--- src/rtl/draw_config_ctrl_if.sv ---
// Host configuration port of draw_config_ctrl: valid/ready shadow writes, commit request,
// and the one-cycle commit result pulses.
interface draw_config_ctrl_if;
   logic       cfg_valid;
   logic       cfg_ready;
   logic [2:0] cfg_addr;
   logic [9:0] cfg_data;
   logic       cfg_commit;
   logic       commit_done;
   logic       commit_err;

   modport master (
      output cfg_valid, cfg_addr, cfg_data, cfg_commit,
      input  cfg_ready, commit_done, commit_err
   );

   modport slave (
      input  cfg_valid, cfg_addr, cfg_data, cfg_commit,
      output cfg_ready, commit_done, commit_err
   );
endinterface

--- src/rtl/draw_config_ctrl.sv ---
// Frame-synchronous configuration controller: host writes a shadow register set, and a
// commit copies it to the active set at the start of vertical blank.
module draw_config_ctrl #(
   parameter int unsigned HMin     = 64,
   parameter int unsigned VMin     = 16,
   parameter int unsigned HActive  = 640,
   parameter int unsigned VActive  = 480,
   parameter int unsigned FrameDiv = 60
) (
   input  logic                clk,
   input  logic                rst_n,
   input  logic [9:0]          counter_y_i,
   input  logic                auto_en_i,
   draw_config_ctrl_if.slave   cfg,
   output logic [9:0]          box_min_x_o,
   output logic [9:0]          box_max_x_o,
   output logic [9:0]          box_min_y_o,
   output logic [9:0]          box_max_y_o,
   output logic [9:0]          split_x_o,
   output logic [1:0]          mode_o,
   output logic [15:0]         frame_cnt_o
);

   typedef struct packed {
      logic [9:0] min_x;
      logic [9:0] max_x;
      logic [9:0] min_y;
      logic [9:0] max_y;
      logic [9:0] split_x;
      logic [1:0] mode;
   } regs_t;

   typedef enum logic [1:0] {StIdle, StPending, StCommit} state_e;

   localparam regs_t RegsRst = '{
      min_x:   10'(HMin),
      max_x:   10'(HMin + HActive - 1),
      min_y:   10'(VMin),
      max_y:   10'(VMin + VActive - 1),
      split_x: 10'((2 * HMin + HActive - 1) / 2),
      mode:    2'd0
   };
   localparam logic [9:0]  VLast  = 10'(VMin + VActive - 1);
   localparam logic [15:0] DivTop = 16'(FrameDiv);

   state_e      state_q, state_d;
   regs_t       shadow_q, shadow_d;
   regs_t       active_q, active_d;
   logic [9:0]  cy_q;
   logic [15:0] frame_q, frame_d;
   logic [15:0] div_q, div_d;
   logic        ready_q, ready_d;
   logic        done_q, done_d;
   logic        err_q, err_d;
   logic        vblank_start;
   logic        shadow_ok;

   assign vblank_start = (cy_q == VLast) && (counter_y_i != cy_q);
   assign shadow_ok    = (shadow_q.min_x <= shadow_q.max_x) && (shadow_q.min_y <= shadow_q.max_y);

   always_comb begin
      state_d  = state_q;
      shadow_d = shadow_q;
      active_d = active_q;
      frame_d  = frame_q;
      div_d    = div_q;
      done_d   = 1'b0;
      err_d    = 1'b0;

      if (vblank_start) begin
         frame_d = frame_q + 16'd1;
      end

      if (!auto_en_i) begin
         div_d = '0;
      end else if (vblank_start) begin
         if (div_q + 16'd1 >= DivTop) begin
            div_d = '0;
            // A valid commit landing on this vblank overrides the step with the shadow mode.
            if (!(state_q == StPending && shadow_ok)) begin
               active_d.mode = active_q.mode + 2'd1;
            end
         end else begin
            div_d = div_q + 16'd1;
         end
      end

      unique case (state_q)
         StIdle: begin
            if (cfg.cfg_valid) begin
               unique case (cfg.cfg_addr)
                  3'd0:    shadow_d.min_x   = cfg.cfg_data;
                  3'd1:    shadow_d.max_x   = cfg.cfg_data;
                  3'd2:    shadow_d.min_y   = cfg.cfg_data;
                  3'd3:    shadow_d.max_y   = cfg.cfg_data;
                  3'd4:    shadow_d.split_x = cfg.cfg_data;
                  3'd5:    shadow_d.mode    = cfg.cfg_data[1:0];
                  default: ;
               endcase
            end
            if (cfg.cfg_commit) begin
               state_d = StPending;
            end
         end
         StPending: begin
            if (vblank_start) begin
               state_d = StCommit;
            end
         end
         StCommit: begin
            if (shadow_ok) begin
               active_d = shadow_q;
               done_d   = 1'b1;
            end else begin
               err_d = 1'b1;
            end
            state_d = StIdle;
         end
         default: state_d = StIdle;
      endcase

      ready_d = (state_d == StIdle);
   end

   always_ff @(posedge clk or negedge rst_n) begin
      if (!rst_n) begin
         state_q  <= StIdle;
         shadow_q <= RegsRst;
         active_q <= RegsRst;
         cy_q     <= '0;
         frame_q  <= '0;
         div_q    <= '0;
         ready_q  <= 1'b1;
         done_q   <= 1'b0;
         err_q    <= 1'b0;
      end else begin
         state_q  <= state_d;
         shadow_q <= shadow_d;
         active_q <= active_d;
         cy_q     <= counter_y_i;
         frame_q  <= frame_d;
         div_q    <= div_d;
         ready_q  <= ready_d;
         done_q   <= done_d;
         err_q    <= err_d;
      end
   end

   assign cfg.cfg_ready   = ready_q;
   assign cfg.commit_done = done_q;
   assign cfg.commit_err  = err_q;

   assign box_min_x_o = active_q.min_x;
   assign box_max_x_o = active_q.max_x;
   assign box_min_y_o = active_q.min_y;
   assign box_max_y_o = active_q.max_y;
   assign split_x_o   = active_q.split_x;
   assign mode_o      = active_q.mode;
   assign frame_cnt_o = frame_q;

endmodule
--- src/flat_wrapper.sv ---
// flat-port wrapper written by rule: the top's interface ports become plain ports
module draw_config_ctrl_flat 
#(
   parameter int unsigned HMin     = 64,
   parameter int unsigned VMin     = 16,
   parameter int unsigned HActive  = 640,
   parameter int unsigned VActive  = 480,
   parameter int unsigned FrameDiv = 60
)
  (clk, rst_n, counter_y_i, auto_en_i, box_min_x_o, box_max_x_o, box_min_y_o, box_max_y_o, split_x_o, mode_o, frame_cnt_o, cfg_cfg_valid, cfg_cfg_addr, cfg_cfg_data, cfg_cfg_commit, cfg_cfg_ready, cfg_commit_done, cfg_commit_err);
  draw_config_ctrl_if cfg_i ();
  input  logic clk;
  input  logic rst_n;
  input  logic [9:0] counter_y_i;
  input  logic auto_en_i;
  output logic [9:0] box_min_x_o;
  output logic [9:0] box_max_x_o;
  output logic [9:0] box_min_y_o;
  output logic [9:0] box_max_y_o;
  output logic [9:0] split_x_o;
  output logic [1:0] mode_o;
  output logic [15:0] frame_cnt_o;
  input wire logic [$bits(cfg_i.cfg_valid)-1:0] cfg_cfg_valid;
  input wire logic [$bits(cfg_i.cfg_addr)-1:0] cfg_cfg_addr;
  input wire logic [$bits(cfg_i.cfg_data)-1:0] cfg_cfg_data;
  input wire logic [$bits(cfg_i.cfg_commit)-1:0] cfg_cfg_commit;
  output wire logic [$bits(cfg_i.cfg_ready)-1:0] cfg_cfg_ready;
  output wire logic [$bits(cfg_i.commit_done)-1:0] cfg_commit_done;
  output wire logic [$bits(cfg_i.commit_err)-1:0] cfg_commit_err;
  assign cfg_i.cfg_valid = cfg_cfg_valid;
  assign cfg_i.cfg_addr = cfg_cfg_addr;
  assign cfg_i.cfg_data = cfg_cfg_data;
  assign cfg_i.cfg_commit = cfg_cfg_commit;
  assign cfg_cfg_ready = cfg_i.cfg_ready;
  assign cfg_commit_done = cfg_i.commit_done;
  assign cfg_commit_err = cfg_i.commit_err;
  draw_config_ctrl #(.HMin(HMin), .VMin(VMin), .HActive(HActive), .VActive(VActive), .FrameDiv(FrameDiv)) u_core (.clk(clk), .rst_n(rst_n), .counter_y_i(counter_y_i), .auto_en_i(auto_en_i), .cfg(cfg_i), .box_min_x_o(box_min_x_o), .box_max_x_o(box_max_x_o), .box_min_y_o(box_min_y_o), .box_max_y_o(box_max_y_o), .split_x_o(split_x_o), .mode_o(mode_o), .frame_cnt_o(frame_cnt_o));
endmodule
--- config.mk ---
export PLATFORM = sky130hd
export DESIGN_NAME = draw_config_ctrl_flat
export DESIGN_NICKNAME = d
export VERILOG_FILES = /design/src/rtl/draw_config_ctrl_if.sv /design/src/rtl/draw_config_ctrl.sv /design/src/flat_wrapper.sv
export SDC_FILE = /design/constraint.sdc
export NUM_CORES = 1
export LEC_CHECK = 0
export ABC_AREA = 1
export CAP_MARGIN = 20
export CORE_MARGIN = 2
export CORE_UTILIZATION = 50
export CTS_BUF_LIST = sky130_fd_sc_hd__clkbuf_2
export DETAILED_ROUTE_END_ITERATION = 10
export PLACE_DENSITY = 0.85
export SETUP_SLACK_MARGIN = 0.5
export SLEW_MARGIN = 20
export SYNTH_ARGS = -nofsm -noshare
export SYNTH_HDL_FRONTEND = slang
export SYNTH_SLANG_ARGS = --single-unit
--- constraint.sdc ---
create_clock -name clk -period 2.45 [get_ports clk]
set_clock_uncertainty 0.05 [all_clocks]
set_input_delay 0.3675 -clock clk [delete_from_list [all_inputs] [get_ports clk]]
set_output_delay 0.3675 -clock clk [all_outputs]
set_load 0.005 [all_outputs]
* Yosys cells after proc, flatten, opt, wreduce, memory -nomap -nowiden
Index checks and enable logic that the tools add are counted.
Word-level totals: flip-flop bits (word level) 151, input port bits 28, output and inout port bits 71, logic and storage cells 64
Cells by class: $add $sub $neg 3, $lt $le $gt $ge 3, equality and inequality tests 10, muxes and demuxes 16, reductions and logical operators 13
Operators by type and width (count):
- $mux W16 | 3
- $add A16 B1 Y16 const B | 2
- $le A10 B10 Y1 | 2
- $reduce_and A3 Y1 | 6
- $ge A16 B6 Y1 const B | 1
- $mux W2 | 8
- $eq A10 B9 Y1 const B | 1
- $ne A10 B10 Y1 | 1
- $eq A3 B2 Y1 const B | 2
- $eq A3 B3 Y1 const B | 2
- $logic_not A2 Y1 | 2
- $mux W1 | 4
- $pmux W2 S2 | 1
- $eq A3 B1 Y1 const B | 1
- $logic_and A1 B1 Y1 | 3
- $logic_not A3 Y1 | 1
- $add A2 B1 Y2 const B | 1
- $eq A2 B1 Y1 const B | 1
- $eq A2 B2 Y1 const B | 1
- $ne A2 B1 Y1 const B | 1
- $reduce_and A2 Y1 | 1

* Logic depth before layout (Yosys ltp)
depth after elaboration 9, depth in mapped cells 16, gate-level depth less buffers 16

* Worst setup path after synthesis
OpenSTA, ideal clock, no wires.
path kind register to register, from register u_core.shadow_q[41] in the netlist's numbering, to register u_core.active_q (netlist bit u_core.box_max_x_o[6]), setup time 0.130 ns, arrival 1.867 ns, setup slack 0.403 ns, stages on the path, launching flop included 13, buffers on the path 1, period minus slack after synthesis 2.047 ns, path through dfstp_2 inv_1 ha_1 a21o_1 nor2_1 nand3_1 nand2_1 nand2_1 nor2_2 inv_2 clkbuf_1 nand2_1 o21ai_0
On the way: word-level cells in the longest chain between the ends 3
Ends and longest elaborated chain:
- start, declared | line draw_config_ctrl.sv:47 | regs_t shadow_q, shadow_d;
- start signal, assigned | line draw_config_ctrl.sv:128 | shadow_q <= RegsRst;
- start signal, assigned | line draw_config_ctrl.sv:138 | shadow_q <= shadow_d;
- $le A10 B10 Y1 | line draw_config_ctrl.sv:59 | assign shadow_ok = (shadow_q.min_x <= shadow_q.max_x) && (shadow_q.min_y <= shadow_q.max_y);
- $logic_and A1 B1 Y1 | line draw_config_ctrl.sv:59
- $reduce_and A2 Y1 (no line)
- end signal, assigned | line draw_config_ctrl.sv:129 | active_q <= RegsRst;
- end signal, assigned | line draw_config_ctrl.sv:139 | active_q <= active_d;
- end, declared | line draw_config_ctrl.sv:48 | regs_t active_q, active_d;
Every way passes these cells. A chain may end at the register's enable or synchronous reset.

* Final worst setup path
from register u_core.shadow_q[37] in the netlist's numbering, to register u_core.active_q (netlist bit u_core.box_min_x_o[9])
Same word-level chain as after synthesis.

==> impl_metrics.ini <==
[worst_setup_path]
reg2reg_to = u_core.box_min_x_o[9]
critPathCaptureType = register
r2r-start = u_core.shadow_q[37]
path_class = reg -> reg
r2r_slack_ps = 110
crit_arrival_ps = 2970
crit_path_start_kind = register
worst_ep_required_time_ps = 3080
r2r_cells = 16
cp_max_fo = 5

[pwr]
power_leakage_nw = 4.71
clkPwrFrac = 0.346
seqPwrFrac = 0.579
p_total_mw = 4.41
pwr-share-comb = 0.075
switching_share = 0.249
p_sw_mw = 1.10
p_int_mw = 3.31
ir_drop_mv = 0.428
power.density_mw_per_mm2 = 463

[synth]
synth_fa_ha_area_frac = 0.0399
synthCells = 788
synth_seq_cells = 151
synth_xor_area_frac = 0.0279
synth_cell_types = 37
synth_top_family_by_area = simple AND/OR/NAND/NOR gates
syn_area_mm2 = 0.00690
synth.avg_cell_area_um2 = 8.75
synthFlopType = dfrtp_1
synth_edf_count = 0
synth-async-reset-ratio = 1.00
synthMuxAreaShare = 0
yosysWarnings = 0
synthesis.nets = 838
synth-simple-area-share = 0.238
synth-compound-area-share = 0.0771
ys_seq_area_frac = 0.558

[placement]
place_congestion = 0.890
dp.final_hpwl_um = 11100
io_buffers = 98
place_area_mm2 = 0.00817

[layout]
drive_above_1_share = 0.330
seqCellArea_mm2 = 0.00385
diodes = 0
area_delta_synth_final_pct = 38.1
fin_area_mm2 = 0.00952
nets = 1011
fill_cells = 922
multi_input_area_mm2 = 0.00312
layout_commonest_cell = nand2_1
layout_common_cells = 218 x nand2_1, 91 x dfrtp_1, 64 x inv_1, 61 x o21ai_0, 53 x dfstp_2

[detailed_routing]
drt_wl_total_um = 20100
ant_nets = 0
drt_first_pass_iters = 6
drc = 0
avgViaCountPerCell = 5.41
drtIter0Drc = 636
num_vias = 6216
routedWlPerCell_um = 17.4

[clock_tree]
cts_tree = built
insertion_delay_ps = 760
cts.path.max_buffers = 2
clock-root-buffer = clkbuf_2
clkSinkCount = 151
htreeDepth = 4
cts_made_buffers = 17
clkTransAtPathRegs_ps = 200

[timing]
fin_crit_ps = 2340
fmax_mhz = 428
layout_worst_path_cycle_share = 0.954
finalSetupViolations = 0
slew_violations = 0
maxSlewHeadroom = 0.608
worst_pin_slew_ps = 588
setup_tns_ps = 0
timing.final.hold_violations = 0
rsz0062_at_grt = yes

[grt]
use_met3 = 0.0667
grt_max_degree = 63
grt_pass1_wl_um = 30400
busiest_layer = met2
met1_usage = 0.338
overflow = 0
antenna_found_initial = 0
grt_pass1_vias = 6037
use_met2 = 0.437
grt_usage = 0.269

[hold_path]
hp-class = in -> reg
hold_path_end = u_core.cy_q[6]
hold_depth = 1
worstHoldStart = counter_y_i[6]

[floorplanning]
die_h_um = 121
initial_core_util = 0.517
ioPinCount = 99
die-area_mm2 = 0.0147
core_mm2 = 0.0133
num_rows = 42
die_x_um = 121

[job]
max-cap-violations = 0

[status]
status = completed
[routing by layer]
| metal | vias up | wire length (um) |
|---|---|---|
| met2 | 321 | 9830 |
| met1 | 2966 | 7960 |
| met4 | 0 | 753 |
| met5 | - | 0 |
| met3 | 77 | 1530 |
| li1 | 2852 | - |
[power groups by stage]
stage | Combinational [mW] | Clock (mW) | Sequential (mW)
after floorplan | 0.112 | 0 | 2.59
after global placement | 0.252 | 0 | 2.59
after detailed placement | 0.261 | 0 | 2.59
after CTS | 0.305 | 1.52 | 2.55
after global routing | 0.364 | 1.66 | 2.56
final | 0.329 | 1.53 | 2.56
[critical path, stage by stage (launching register included)]
cell       delay, ps
dfstp_2          590
inv_2             60
ha_4             240
nand2_2           80
inv_1             50
nand2_1           60
nand2_1           70
nand2_1          110
nand3_2           90
nand2_2          100
nand2_4           70
nor2_4           150
buf_8            170
buf_6            110
clkbuf_16        140
nand2_2           40
nand2_1           60
[final cells by class]
class	count	share of cell area
multi-input cells	530	0.327
flip-flops and latches	151	0.405
clock inverters	14	0.0172
repair buffers	175	0.183
well taps	176	0.0231
repair inverters	1	0.000788
clock buffers	18	0.00946
inverters	85	0.0347
[cells by family (layout without fill, tap and decap cells)]
group	count (synthesis)	in the layout
adder cells (fa/ha/maj)	22	22
AND/OR/NAND/NOR	386	386
buffers and inverters	107	293
XOR/XNOR	22	22
AO/OA/AOI/OAI	100	100
flip-flops	151	151
[Yosys cell counts (all sizes together), types with 6 or more instances]
cell,n,area share
ha,22,0.040
o21ai,85,0.062
dfrtp,98,0.36
nor3,6,0.0051
a21oi,6,0.0049
nand2,270,0.15
dfstp,53,0.20
inv,84,0.046
xor2,15,0.019
buf,7,0.0049
nor2,60,0.040
clkbuf,15,0.0082
xnor2,7,0.0089
nand4,11,0.010
nand3,31,0.026
[registers in the layout, summed over array words and instances, names as in the netlist]
name and count:
u_core.cfg.commit_err 1, u_core.state_q 2, u_core.shadow_q 52, u_core.frame_cnt_o 16, u_core.mode_o 2, u_core.box_min_x_o 10
u_core.box_min_y_o 10, u_core.box_max_x_o 10, u_core.cy_q 10, u_core.split_x_o 10, u_core.div_q 16, u_core.box_max_y_o 10
u_core.cfg.commit_done 1, u_core.cfg.cfg_ready 1
[repair_timing]
| item | 4_1_cts | 5_1_grt |
|---|---|---|
| resized for setup | 243 | 79 |
| gates cloned | 8 | 3 |
| hold endpoints to repair | 103 | 1 |
| setup endpoints to repair | 131 | 83 |
| pin swaps | 26 | 30 |
| hold buffers | 1 | 1 |
| setup buffers | 36 | 15 |
[metrics by stage]
| stage | utilization | hold slack (ps) | instances | worst slack, ps |
|---|---|---|---|---|
| after floorplan | - | 21.9 | 788 | 491 |
| after global placement | 0.612 | 341 | 1054 | 162 |
| after detailed placement | 0.612 | 346 | 1054 | 106 |
| after CTS | 0.685 | 11.1 | 1131 | 299 |
| after global routing | 0.713 | 5.34 | 1150 | -42.1 |
| final | 0.713 | 39.8 | 1150 | 112 |
[worst max path at each step]
stage | start | end | slack (ps) | cells after the start
after floorplan | u_core.shadow_q[41] | u_core.box_max_y_o[4] | 490 | 12
after global placement | counter_y_i[0] | u_core.div_q[3] | 160 | 13
after detailed placement | counter_y_i[0] | u_core.div_q[3] | 110 | 13
after CTS | u_core.shadow_q[15] | u_core.box_min_y_o[2] | 300 | 16
after global routing | u_core.shadow_q[37] | u_core.box_min_y_o[2] | -40 | 16
final | u_core.shadow_q[37] | u_core.box_min_x_o[9] | 110 | 16
No activity file was read; power rests on OpenSTA's default activity.
